==> src/rtl/if_fetch_stage.sv <==
// Instruction-fetch stage with IF/ID register.
// Keeps the PC, runs one outstanding fetch at a time to a variable-latency instruction memory,
// buffers a returned word while ID stalls, and flushes IF/ID to a NOP bubble on a redirect.
// Optional feature macro: IF_PERF_CNT_EN adds saturating fetch_cnt / bubble_cnt counters.
module if_fetch_stage #(
  parameter logic [31:0] RESET_PC  = 32'h0000_0000,
  parameter logic [31:0] NOP_INSTR = 32'h0000_0013,
  parameter int unsigned CNT_W     = 32
) (
  input  logic             clk,
  input  logic             reset,
  input  logic             stall,
  input  logic             jump_en,
  input  logic [31:0]      jump_addr,
  output logic             imem_req,
  output logic [31:0]      imem_addr,
  input  logic             imem_ready,
  input  logic [31:0]      imem_rdata,
  output logic [31:0]      instr_id,
  output logic [31:0]      pc_id,
  output logic             valid_id
`ifdef IF_PERF_CNT_EN
  ,
  output logic [CNT_W-1:0] fetch_cnt,
  output logic [CNT_W-1:0] bubble_cnt
`endif
);

  typedef enum logic [1:0] {StIdle, StFetch, StHold, StKill} state_e;

  state_e      state_q, state_d;
  logic [31:0] pc_q, pc_d;
  logic [31:0] kill_addr_q, kill_addr_d;
  logic [31:0] buf_instr_q, buf_instr_d;
  logic [31:0] buf_pc_q, buf_pc_d;
  logic [31:0] instr_id_q, pc_id_q;
  logic        valid_id_q;

  // IF/ID write port: id_wr qualifies the next IF/ID contents
  logic        id_wr;
  logic [31:0] id_instr_n, id_pc_n;
  logic        id_valid_n;

  // Target alignment drops the byte offset bits
  logic unused_jump_lsb;
  assign unused_jump_lsb = ^jump_addr[1:0];

  // Request side: while killing, the old address stays on the bus until its ready
  always_comb begin
    imem_req  = (state_q == StFetch) || (state_q == StKill);
    imem_addr = (state_q == StKill) ? kill_addr_q : pc_q;
  end

  // Next-state, PC, hold buffer and IF/ID write decisions
  always_comb begin
    state_d     = state_q;
    pc_d        = pc_q;
    kill_addr_d = kill_addr_q;
    buf_instr_d = buf_instr_q;
    buf_pc_d    = buf_pc_q;
    id_wr       = 1'b0;
    id_instr_n  = NOP_INSTR;
    id_pc_n     = 32'h0;
    id_valid_n  = 1'b0;

    if (jump_en) begin
      // Redirect wins over stall: bubble into IF/ID, drop any buffered or returned word
      id_wr = 1'b1;
      pc_d  = {jump_addr[31:2], 2'b00};
      case (state_q)
        StFetch: begin
          if (imem_ready) begin
            state_d = StFetch;
          end else begin
            state_d     = StKill;
            kill_addr_d = pc_q;
          end
        end
        StKill:  state_d = imem_ready ? StFetch : StKill;
        default: state_d = StFetch;
      endcase
    end else begin
      case (state_q)
        StIdle: begin
          state_d = StFetch;
          id_wr   = !stall;
        end
        StFetch: begin
          if (imem_ready) begin
            pc_d = pc_q + 32'd4;
            if (stall) begin
              buf_instr_d = imem_rdata;
              buf_pc_d    = pc_q;
              state_d     = StHold;
            end else begin
              id_wr      = 1'b1;
              id_instr_n = imem_rdata;
              id_pc_n    = pc_q;
              id_valid_n = 1'b1;
            end
          end else begin
            id_wr = !stall;
          end
        end
        StHold: begin
          if (!stall) begin
            id_wr      = 1'b1;
            id_instr_n = buf_instr_q;
            id_pc_n    = buf_pc_q;
            id_valid_n = 1'b1;
            state_d    = StFetch;
          end
        end
        StKill: begin
          // Response to the abandoned address is consumed and discarded
          if (imem_ready) state_d = StFetch;
          id_wr = !stall;
        end
        default: state_d = StIdle;
      endcase
    end
  end

  // State, PC, kill address and hold buffer registers
  always_ff @(posedge clk or posedge reset) begin
    if (reset) begin
      state_q     <= StIdle;
      pc_q        <= RESET_PC;
      kill_addr_q <= RESET_PC;
      buf_instr_q <= 32'h0;
      buf_pc_q    <= 32'h0;
    end else begin
      state_q     <= state_d;
      pc_q        <= pc_d;
      kill_addr_q <= kill_addr_d;
      buf_instr_q <= buf_instr_d;
      buf_pc_q    <= buf_pc_d;
    end
  end

  // IF/ID pipeline register
  always_ff @(posedge clk or posedge reset) begin
    if (reset) begin
      instr_id_q <= NOP_INSTR;
      pc_id_q    <= 32'h0;
      valid_id_q <= 1'b0;
    end else if (id_wr) begin
      instr_id_q <= id_instr_n;
      pc_id_q    <= id_pc_n;
      valid_id_q <= id_valid_n;
    end
  end

  assign instr_id = instr_id_q;
  assign pc_id    = pc_id_q;
  assign valid_id = valid_id_q;

`ifdef IF_PERF_CNT_EN
  logic [CNT_W-1:0] fetch_cnt_q, bubble_cnt_q;

  // Saturating counters of valid words and bubbles written into IF/ID
  always_ff @(posedge clk or posedge reset) begin
    if (reset) begin
      fetch_cnt_q  <= '0;
      bubble_cnt_q <= '0;
    end else if (id_wr) begin
      if (id_valid_n && (fetch_cnt_q != {CNT_W{1'b1}})) begin
        fetch_cnt_q <= fetch_cnt_q + 1'b1;
      end
      if (!id_valid_n && (bubble_cnt_q != {CNT_W{1'b1}})) begin
        bubble_cnt_q <= bubble_cnt_q + 1'b1;
      end
    end
  end

  assign fetch_cnt  = fetch_cnt_q;
  assign bubble_cnt = bubble_cnt_q;
`endif

endmodule

==> config.mk <==
export PLATFORM = sky130hd
export DESIGN_NAME = if_fetch_stage
export DESIGN_NICKNAME = d
export VERILOG_FILES = /design/src/rtl/if_fetch_stage.sv
export SDC_FILE = /design/constraint.sdc
export NUM_CORES = 1
export LEC_CHECK = 0
export ABC_AREA = 1
export BUFFER_PORTS_ARGS = -buffer_cell sky130_fd_sc_hd__buf_4
export CORE_UTILIZATION = 45
export DETAILED_ROUTE_END_ITERATION = 6
export GPL_ROUTABILITY_DRIVEN = 0
export PLACE_DENSITY = 0.69
export SYNTH_ARGS = -nofsm -noshare
export SYNTH_HDL_FRONTEND = slang
export SYNTH_SLANG_ARGS = --single-unit
==> constraint.sdc <==
create_clock -name clk -period 5.1 [get_ports clk]
set_input_delay 0.255 -clock clk [delete_from_list [all_inputs] [get_ports clk]]
set_output_delay 0.255 -clock clk [all_outputs]
set_load 0.01 [all_outputs]
After elaboration in Yosys (flattened, before gate mapping)
Cells that the tools add are included.
{ "word_totals": {"register_bits": 195, "wordCells": 58} }
{ "op_classes": {"add_sub_neg": 1, "n_eq_ne": 7, "muxes": 29, "n_bitwise": 2, "n_reduce_logical": 11} }
{ "op_table": {"columns": ["cell", "n"], "rows": [
  ["$mux 32", 12],
  ["$pmux 32 s2", 2],
  ["$add 32x3->32 const B", 1],
  ["$mux 2", 7],
  ["$ne 3x3->1 const B", 4],
  ["$pmux 2 s4", 1],
  ["$reduce_and 4->1", 2],
  ["$mux 1", 5],
  ["$eq 2x2->1 const B", 2],
  ["$reduce_bool 2->1", 2],
  ["$reduce_or 2->1", 2],
  ["$pmux 1 s3", 1],
  ["$reduce_and 3->1", 1],
  ["$eq 2x1->1 const B", 1],
  ["$logic_not 2->1", 1],
  ["$not 1->1", 2],
  ["$pmux 1 s2", 1],
  ["$reduce_and 2->1", 1],
  ["$logic_not 1->1", 1],
  ["$logic_or 1x1->1", 1]
]} }

Logic depth before layout (Yosys ltp)
Gate-level depths: netlist (run 1).
{ "logic_depth": {"word_depth": 4, "mapped_depth": 10} }

Worst setup path before layout (run 1)
OpenSTA, ideal clock, no wires.
{ "synth_path": {"path_kind": "reg-to-reg", "start": "register state_q[1]", "end": "register instr_id_q[26], in the netlist instr_id[26]", "arrival_ns": 1.518, "required_time_ns": 4.979, "slack_ns": 3.461, "stages_incl_launch_ff": 8, "n_path_buf": 1, "path_cell_list": "dfrtp_1 inv_1 ha_1 nor2_2 a31oi_4 inv_4 buf_6 a22o_2"} }
{ "synth_via": {"elab_chain_len": 4} }
{ "synth_rtl": {"columns": ["element", "line_no", "text"], "rows": [
  ["start, declared", "31", "state_e state_q, state_d;"],
  ["start signal, assigned", "127", "state_q <= StIdle;"],
  ["start signal, assigned", "133", "state_q <= state_d;"],
  ["$eq 2x2->1 / $logic_not 2->1 (equally long branches)", "83", "case (state_q)"],
  ["$reduce_or 2->1 (no line)", null, null],
  ["$pmux 1 s3", "83", null],
  ["$mux 1", "66", "if (jump_en) begin"],
  ["end signal, assigned", "148", "instr_id_q <= id_instr_n;"],
  ["end, declared", "36", "logic [31:0] instr_id_q, pc_id_q;"]
]} }
Several ways; a longest one is shown, not always the timed one.
A chain may end at the register's enable or synchronous reset.

Final worst setup path (run 1)
{ "layout_path": {"start": "register state_q[0]", "end": "output imem_addr[20]"} }
{ "layout_via": {"elab_chain_len": 2} }
{ "layout_rtl": {"columns": ["element", "line_no", "text"], "rows": [
  ["$eq 2x2->1", "51", "imem_addr = (state_q == StKill) ? kill_addr_q : pc_q;"],
  ["$mux 32", "51", null],
  ["end, declared", "16", "output logic [31:0] imem_addr,"]
]} }
No other way between the ends.

==> results of run 1 <==
placed cells by master, fill, tap and decap left out, types with 2 or more instances in the layout:
cell type / Yosys / final
a21oi_1: 4 / 4
o221ai_1: 3 / 3
a22o_1: 29 / 29
a31oi_1: 4 / 4
xor2_1: 2 / 2
clkinvlp_4: 0 / 2
inv_6: 1 / 5
buf_4: 5 / 163
ha_1: 4 / 3
o21bai_1: 2 / 2
nand3_1: 49 / 49
o311ai_0: 2 / 2
o21ai_1: 42 / 42
a22o_2: 30 / 30
inv_1: 84 / 83
nand2_4: 2 / 3
nand2_2: 4 / 3
nor2_1: 37 / 37
and3_1: 2 / 2
o211ai_1: 5 / 5
clkinv_4: 1 / 8
nand2_1: 312 / 312
clkbuf_16: 0 / 17
nor2_2: 10 / 10
inv_8: 0 / 2
inv_2: 4 / 4
dfstp_2: 3 / 3
mux2_2: 3 / 3
dfrtp_1: 185 / 185
o21ai_0: 161 / 161
conb_1: 1 / 2
flip-flops by register name (all words and copies together) (netlist names):
name and cells:
pc_q 30, buf_pc_q 30, valid_id 1, instr_id 32
state_q 2, kill_addr_q 30, pc_id 31, buf_instr_q 32
final cells by class:
class / instances / area (um2)
sequential: 188 / 4710
clock buffer: 17 / 425
inverter: 91 / 358
timing repair buffer: 164 / 1240
fill: 1825 / 8720
multi-input combinational: 718 / 3580
clock inverter: 15 / 156
tap: 265 / 332
critical path, cell delays in order (launching register included):
cell     delay, ns
dfrtp_1       0.40
ha_2          0.89
o21ai_0       0.35
buf_4         0.23
power by group through the flow:
stage	clock, mW	sequential (mW)	combinational, mW
after floorplan	0	2.20	1.17
after global routing	1.40	2.27	1.95
after global placement	0	2.22	1.70
final	1.31	2.22	1.72
after CTS	1.34	2.21	1.73
after detailed placement	0	2.24	1.73
routing by layer:
layer / part of all wire (%) / track usage (%) / vias up / wire, um
met5: 0 / 0 / - / 0
met4: 1.1 / 5.77 / 0 / 250
met3: 5.8 / 4.13 / 17 / 1320
met2: 46 / 34.7 / 237 / 10400
met1: 47 / 33.0 / 3516 / 10600
li1: - / - / 3745 / -
cell families (layout without fill, tap and decap cells):
logic type,count (synthesis),in the layout
multiplexers,3,3
buffers and inverters,152,287
flip-flops,188,188
other,1,2
AO/OA/AOI/OAI,286,286
AND/OR/NAND/NOR,420,420
XOR/XNOR,3,3
adder cells (fa/ha/maj),4,4
metrics by stage:
stage / cells / power (mW) / hold WS, ns / setup WS, ns
finish: 1458 / 5.24 / 0.0200 / 2.54
global route: 1458 / 5.62 / 0.0403 / 2.30
CTS: 1458 / 5.29 / 0.0243 / 2.50
detailed placement: 1426 / 3.97 / 0.472 / 2.72
global placement: 1426 / 3.92 / 0.467 / 2.73
floorplan: 1058 / 3.37 / 0.371 / 2.43
worst max-delay path by stage:
stage                           to  slack (ns)  startpoint
global route         imem_addr[20]        2.30  state_q[0]
detailed placement  buf_instr_q[0]        2.72  state_q[1]
floorplan           buf_instr_q[0]        2.43       reset
CTS                  imem_addr[20]        2.50  state_q[0]
global placement    buf_instr_q[0]        2.73  state_q[0]
finish               imem_addr[20]        2.54  state_q[0]
synth_stat cells, drive strengths merged:
cell / n
nand2: 318
o21ai: 203
dfrtp: 185
inv: 90
a22o: 59
nand3: 49
nor2: 47
buf: 31
clkbuf: 30
a31oi: 5
o211ai: 5
a21oi: 4
ha: 4
dfstp: 3
mux2: 3
o221ai: 3
and3: 2
o21bai: 2
o311ai: 2
xor2: 2
a21boi: 1
a21o: 1
a32oi: 1
clkinv: 1
conb: 1
nand4: 1
nor3: 1
nor3b: 1
or2: 1
xnor2: 1
==> results by group, run 1 <==
Routing
  • Initial DRC count: ~480
  • Vias per std cell: 5.15
  • DR pass1 iterations: 5
  • WL final: 22.6 mm
  • Vias post-DR: 7515
  • Post-route DRC: 0
  • WL per Instance: 15.5 um
  • Antenna violation net count after detailed routing: 0

Synth
  • Distinct cell type count after synthesis: 42
  • Area contributors post-synth: dfrtp_1 51%, nand2_1 13%, o21ai_0 9.0%
  • Avg Inst Size Synth: 8.52 um2
  • Post-synth top area share: 51.4%
  • Mapped Cells: 1057
  • Post-synthesis xor/xnor area fraction: less than 1%
  • Mux share of post-synthesis cell area: 0.375%
  • Synth Area in Compound Gates: 19.5%
  • Simple-Gate Fraction of Synth Area: 18.9%
  • Largest family of logic cells by synthesized area: compound AO/OA/AOI/OAI gates
  • Mapped Area: about 0.0090 mm2
  • Largest area contributor in the netlist: dfrtp_1
  • Flops & latches, synth: 188
  • Post-synthesis sequential area ratio: roughly 52%
  • YS warnings: 0
  • Adder-cell area share of the yosys netlist: 0.556%

Worst setup path
  • Crit Path Class: flip-flop to output pin
  • Reg2reg start: state_q[0]
  • CP Capture Type: output pin
  • Worst-path maximum fanout: between 60 and 70
  • Crit path launch type: flip-flop
  • CP arrival: 2.31 ns
  • Flop2flop setup slack: ~2.7 ns
  • Reg2reg end: buf_instr_q[0]
  • WP data required: 4.85 ns
  • FF-to-FF path depth: 5

Power and ir drop
  • Leak pwr: 5.31 nW
  • Int Pwr: 3.28 mW
  • Sequential power share: 42.3%
  • Switching power: 1.96 mW
  • Power Density: 485 mW/mm2
  • Clock Power Share: 25.0%
  • Peak VDD IR: 265 uV
  • Comb power frac: 32.7%
  • Net switching fraction of the power: roughly 37%

Global routing
  • Global route total overflow: 0
  • GRT Overall Usage: 22.7%
  • Number of global-route vias before repair: 6771
  • First-pass GRT wire length: 36.0 mm
  • Largest net degree at the start of global routing: 189
  • Initial antenna violation count: 0

Clock tree
  • Postcts setup bufs: 0
  • Clock Latency Late Sink: ~0.43 ns
  • Root buffer cell: clkbuf_16
  • Post-CTS Hold Fix Bufs: 0
  • CTS-repair resized insts: 0
  • CTS Buf Count: 17
  • Longest Clk Path Bufs: 2
  • H-tree Lvls: 4
  • TritonCTS clock tree: built
  • # clock sinks: about 190
  • Clock Pin Slew Worst Setup and Hold Paths: 0.07 ns

Finish
  • Final net count: roughly 1.3k
  • Post-layout util: a little under three fifths
  • Layout cells sized above 1: a little over a fifth
  • # diodes: 0
  • P&R area growth vs syn: 20.1%
  • Final instance area: approximately 0.011 mm2

Timing
  • Final critical-path share of the clock period: 50.2%
  • Max-slew violations: 0
  • Fmax: 390 MHz
  • Setup TNS: 0 ns
  • RSZ-0062 raised after global routing: no
  • Period minus WS final: 2.56 ns
  • Final setup fails: 0
  • Rel. slew slack: 23.1%
  • Final Skew: 0.0105 ns
  • Worst-Margin Slew: 1.15 ns
  • Final Hold Fails: 0

Floorplan
  • Rows: 51
  • Top-Level Pins: 167
  • Die Ht: 143 um
  • Initial Util: 46.1%
  • Die W: 143 um
  • Die ar.: 0.0206 mm2
  • Core area: 0.0195 mm2

Run status
  • Outcome: completed

Worst hold path
  • Hold Path Class: input pin to async pin

Place
  • # port buffers: 162
  • Post-DP HPWL: 14.4 mm
  • Post-DP Area: 0.0102 mm2

Job
  • Max Cap Viol: 0
No activity file was read; power rests on OpenSTA's default activity.
==> run 2: changes to the inputs <==
--- a/config.mk
+++ b/config.mk
@@ -5,12 +5,12 @@
 export SDC_FILE = /design/constraint.sdc
 export NUM_CORES = 1
 export LEC_CHECK = 0
-export ABC_AREA = 1
+export ABC_AREA = 0
 export BUFFER_PORTS_ARGS = -buffer_cell sky130_fd_sc_hd__buf_4
 export CORE_UTILIZATION = 45
 export DETAILED_ROUTE_END_ITERATION = 6
 export GPL_ROUTABILITY_DRIVEN = 0
-export PLACE_DENSITY = 0.69
+export PLACE_DENSITY = 0.7
 export SYNTH_ARGS = -nofsm -noshare
 export SYNTH_HDL_FRONTEND = slang
 export SYNTH_SLANG_ARGS = --single-unit
==> constraint.sdc (replaced) <==
create_clock -name clk -period 2.1 [get_ports clk]
set_input_delay 0.105 -clock clk [delete_from_list [all_inputs] [get_ports clk]]
set_output_delay 0.105 -clock clk [all_outputs]
set_load 0.01 [all_outputs]
==> results by group, run 2 <==
Timing
  • Fmax: 505 MHz
  • Period minus WS final: ~2 ns
  • RSZ-0062 raised after global routing: no
  • Final Skew: approximately 0.014 ns
  • Final Hold Fails: 0
  • Final setup fails: 0
  • Final critical-path share of the clock period: a little over nine tenths
  • Setup TNS: 0 ns
  • Rel. slew slack: 62.7%
  • Final hold slack: 0.0538 ns
  • Max-slew violations: 0
  • Worst-Margin Slew: ~0.55 ns

Synth
  • Area contributors post-synth: dfrtp_1 54%, mux2_2 16%, a22oi_1 5.2%
  • Distinct cell type count after synthesis: 45
  • Largest area contributor in the netlist: dfrtp_1
  • Post-synth top area share: 54.3%
  • Dominant cell by count in the synthesized netlist: dfrtp_1
  • Post-synthesis sequential area ratio: between 50% and 60%
  • Mapped Area: roughly 0.0085 mm2
  • Mapped Cells: 746
  • Flops & latches, synth: 188
  • Post-synth top cells: 185 x dfrtp_1, 123 x mux2_2, 97 x nand2_1, 82 x o21ai_0, 59 x a22oi_1
  • Avg Inst Size Synth: 11.4 um2
  • Post-synth ARST share: 100%
  • YS warnings: 0
  • EDFF count, synth: 0
  • Main synth FF type: dfrtp_1

Routing
  • Vias post-DR: 6476
  • DR pass1 iterations: 5
  • Antenna violation net count after detailed routing: 0
  • Initial DRC count: just under 400
  • WL final: 20.6 mm
  • WL per Instance: 17.1 um
  • Post-route DRC: 0
  • Vias per std cell: 5.39

Global routing
  • GR met1 Demand/Resource: 29.9%
  • GRT Overall Usage: 22.1%
  • First-pass GRT wire length: approximately 34 mm
  • Initial antenna violation count: 0
  • Largest net degree at the start of global routing: 61
  • Met2 usage: 35.9%
  • Global route total overflow: 0
  • Met3 Use GR: 4.61%
  • Top Usage Layer GRT: met2
  • Number of global-route vias before repair: 6484

Finish
  • Area of the multi-input gates: 0.00354 mm2
  • Fillers: 1473
  • P&R area growth vs syn: 33.8%
  • # diodes: 0
  • Post-layout util: a little over three fifths
  • Sequential Area: 0.00471 mm2
  • Final net count: 1033
  • Layout cells sized above 1: between 30 and 40%
  • Commonest cells after routing, fill and taps aside: 185 x dfrtp_1, 185 x buf_4, 123 x mux2_2, 97 x nand2_1, 82 x o21ai_0
  • Final instance area: 0.0114 mm2

Power and ir drop
  • Peak VDD IR: 668 uV
  • Power Density: 1060 mW/mm2
  • Leak pwr: 5.07 nW

Clock tree
  • Clock Latency Late Sink: about 0.43 ns
  • H-tree Lvls: 4
  • Longest Clk Path Bufs: 2
  • CTS Buf Count: 17
  • TritonCTS clock tree: built
  • Clock Pin Slew Worst Setup and Hold Paths: 0.06 ns
  • Root buffer cell: clkbuf_16
  • # clock sinks: 188

Floorplan
  • Initial Util: 46.7%
  • Top-Level Pins: 167
  • Die Ht: around 140 um
  • Rows: 49
  • Die W: 140 um
  • Core area: 0.0183 mm2
  • Die ar.: 0.0195 mm2

Worst setup path
  • CP delay by family, top: buffers and inverters
  • Worst-path maximum fanout: 20
  • Top cell by count, worst path: buf_4
  • CP Capture Type: output pin
  • WP buf/inv: 3
  • CP arrival: 1.88 ns
  • Crit path launch type: flip-flop
  • WP data required: 2.00 ns
  • Crit Path Class: flip-flop to output pin
  • CP max stage delay: 0.40 ns
  • Slowest CP cell: mux2_2
  • Cell breakdown of the critical path: buf_4 -> ha_1 -> buf_6 -> mux2_2 -> buf_4

Place
  • Post-DP HPWL: 13.5 mm
  • # port buffers: 162
  • Post-DP Area: 0.0101 mm2

Job
  • Max Cap Viol: 0

Worst hold path
  • Hold Path Class: input pin to flip-flop

Run status
  • Outcome: completed
[run 2: cell types whose count changed after synthesis, moves of 29 or more]
cell / delta
a22oi_1: +59
a22o_2: -30
o21ai_0: -79
a22o_1: -29
mux2_2: +120
nand2_1: -215
inv_1: -76
nand3_1: -38
o21ai_1: -33
[run 2: final cells by class]
type                       count  share of cell area, %
inverter                       8                  0.296
timing repair buffer         258                   19.4
multi-input combinational    487                   31.0
clock buffer                  23                   4.45
sequential                   188                   41.2
clock inverter                 9                   1.16
tap                          229                   2.51
[run 2: cell families after synthesis]
logic type | share of synthesized area [%]
flops | 55.2
mux | 16.6
xor+xnor | 2.98
fa+ha+maj | 0.587
compound gates | 11.4
buf+inv | 3.76
simple gates | 9.46
other cells | 0.0440
[run 2: path summary, 6_finish.rpt]
kind                        startpoint             to  slack (ns)  cells past startpoint
max in group asynchronous        reset   buf_pc_q[30]        1.16                      4
max reg2reg                 state_q[0]   instr_id[25]        0.12                      5
min in group asynchronous        reset   instr_id[31]        0.27                      3
min reg2reg                instr_id[4]    instr_id[4]        0.46                      2
min                              stall     state_q[0]        0.05                      3
max                         state_q[1]  imem_addr[31]        0.12                      5
[run 2: per-layer routing]
layer | wire, um | vias to the layer above
met3 | 1130 | 22
li1 | - | 3062
met5 | 0 | -
met1 | 9520 | 3193
met2 | 9620 | 199
met4 | 284 | 0
[run 2: power breakdown]
group | leakage [nW] | internal [mW] | switching (mW)
clock network | 0.311 | 2.07 | 1.37
registers | 2.38 | 4.64 | 0.545
logic | 2.38 | 1.94 | 1.55
total | 5.07 | 8.65 | 3.46
[run 2: timing repair]
action	in CTS	in global routing
buffers inserted	0	0
gates resized for setup	0	1
hold buffers	63	0
endpoints found under the hold margin	95	0
endpoints found under the setup margin	0	3
[run 2: worst reg2reg max path, delay by kind of cell (launching register included)]
kind                       cells  cell delay [ns]
buffers and inverters          2             0.56
adders and majority gates      1             0.30
DFF                            1             0.41
AOI/OAI and AO/OA              2             0.58
[run 2: per-stage QoR]
step                setup WS (ns)  power, mW  cells
floorplan                  -0.423       7.32    747
global placement            0.206       8.54   1107
detailed placement          0.147       8.65   1107
CTS                        0.0335       12.2   1202
global route               0.0212       12.8   1202
finish                      0.119       12.1   1202
==> run 3: changes to the inputs <==
--- a/config.mk
+++ b/config.mk
@@ -8,6 +8,7 @@
 export ABC_AREA = 0
 export BUFFER_PORTS_ARGS = -buffer_cell sky130_fd_sc_hd__buf_4
 export CORE_UTILIZATION = 45
+export CTS_BUF_LIST = sky130_fd_sc_hd__clkbuf_8
 export DETAILED_ROUTE_END_ITERATION = 6
 export GPL_ROUTABILITY_DRIVEN = 0
 export PLACE_DENSITY = 0.7
==> results by group, run 3 (synthesis results as in run 2) <==
Run status
  • Outcome: completed

Timing
  • Setup WS post-layout: 0.0932 ns
  • Worst-Margin Slew: 0.555 ns
  • Final Skew: around 0.013 ns
  • Final Hold Fails: 0
  • Rel. slew slack: 63.0%
  • Max-slew violations: 0
  • Final critical-path share of the clock period: 95.6%
  • Final setup fails: 0
  • RSZ-0062 raised after global routing: no
  • Fmax: 498 MHz
  • Period minus WS final: 2.01 ns

Global routing
  • Number of global-route vias before repair: 6466
  • First-pass GRT wire length: 33.6 mm
  • Initial antenna violation count: 0
  • Global route total overflow: 0
  • Largest net degree at the start of global routing: 61
  • GRT Overall Usage: 21.9%

Place
  • Post-DP Area: 0.0101 mm2
  • Post-DP HPWL: 13.5 mm
  • Post-Place Worst Slack: 0.147 ns
  • # port buffers: about 160

Worst setup path
  • Worst-path maximum fanout: 12
  • Cell breakdown of the critical path: buf_4 -> ha_1 -> buf_4 -> mux2_2 -> buf_4
  • CP arrival: 1.90 ns
  • Crit path launch type: flip-flop
  • Slowest CP cell: mux2_2
  • Top cell by count, worst path: buf_4
  • CP max stage delay: around 0.38 ns
  • WP data required: approximately 2.0 ns
  • CP Capture Type: output pin
  • Crit Path Class: flip-flop to output pin
  • Flop2flop setup slack: about 0.12 ns

Routing
  • WL final: 20.4 mm
  • Vias per std cell: 5.34
  • Antenna violation net count after detailed routing: 0
  • WL per Instance: 17.0 um
  • DR pass1 iterations: 4
  • Initial DRC count: between 300 and 400
  • Post-route DRC: 0
  • Vias post-DR: 6430

Floorplan
  • Top-Level Pins: 167
  • Initial Util: 46.7%
  • Core area: approximately 0.018 mm2
  • Rows: 49
  • Die W: 140 um
  • Die ar.: between 0.015 and 0.02 mm2
  • Die Ht: 140 um

Finish
  • Layout cells sized above 1: between 30% and 40%
  • Commonest cells after routing, fill and taps aside: 185 x dfrtp_1, 185 x buf_4, 123 x mux2_2, 97 x nand2_1, 82 x o21ai_0
  • Post-layout util: 61.5%
  • # diodes: 0
  • Final instance area: 0.0112 mm2
  • Final net count: 1034
  • P&R area growth vs syn: 31.8%

Clock tree
  • TritonCTS clock tree: built
  • H-tree Lvls: 4
  • Postcts setup bufs: 0
  • Clock Latency Late Sink: 0.46 ns
  • # clock sinks: ~190
  • CTS Buf Count: 17
  • Clock Pin Slew Worst Setup and Hold Paths: about 0.080 ns
  • Root buffer cell: clkbuf_8
  • Longest Clk Path Bufs: 2

Power and ir drop
  • Leak pwr: 4.99 nW
  • Peak VDD IR: between 500 and 600 uV
  • Power Density: just over 1000 mW/mm2
  • Pwr Total: 11.3 mW

Job
  • Max Cap Viol: 0

Worst hold path
  • Hold Path Class: input pin to flip-flop
## run 3: final timing paths
check / depth (start not counted) / startpoint / endpoint
max: 5 / state_q[1] / imem_addr[21]
min: 3 / jump_en / state_q[1]
max reg2reg: 5 / state_q[0] / instr_id[25]
min reg2reg: 2 / instr_id[4] / instr_id[4]
max in group asynchronous: 4 / reset / instr_id[4]
min in group asynchronous: 3 / reset / instr_id[31]
## run 3: worst max-delay path: cells and delay by family (launching register included)
family	cells	cell delay, ns
adders and majority gates	1	0.20
DFF	1	0.35
muxes	1	0.38
buffers and inverters	3	0.53
## run 3: layout make-up
| type | instances | area (um2) |
|---|---|---|
| flip-flops and latches | 188 | 4710 |
| clock inverters | 9 | 133 |
| inverters | 8 | 33.8 |
| fillers | 1502 | 7030 |
| clock buffers | 23 | 317 |
| multi-input cells | 487 | 3540 |
| repair buffers | 259 | 2220 |
| well taps | 229 | 287 |
## run 3: layer usage
| metal | global-route usage, % | vias up | wire length (um) | part of all wire (%) |
|---|---|---|---|---|
| li1 | - | 3058 | - | - |
| met5 | 0 | - | 0 | 0 |
| met1 | 29.8 | 3165 | 9530 | 47 |
| met3 | 4.82 | 27 | 1140 | 5.6 |
| met4 | 6.02 | 0 | 259 | 1.3 |
| met2 | 35.5 | 180 | 9490 | 46 |
## run 3: report_power, final
part	total (mW)	leakage [nW]	internal, mW	switching, mW
combinational	3.50	2.38	1.95	1.55
sequential	5.18	2.38	4.63	0.545
clock	2.63	0.224	1.37	1.26
total	11.3	4.99	7.95	3.35
## run 3: repair_timing
item / 4_1_cts / 5_1_grt
hold buffers: 64 / 0
resized for setup: 1 / 1
hold endpoints to repair: 105 / 0
endpoints found under the setup margin: 3 / 2
gates cloned: 0 / 0
## run 3: through the flow
step	setup TNS (ns)	instances	hold slack [ns]
finish	0	1203	0.0906
global route	0	1203	0.113
CTS	0	1203	0.0543
detailed placement	0	1107	0.159
global placement	0	1107	0.153
floorplan	-78.26	747	0.226
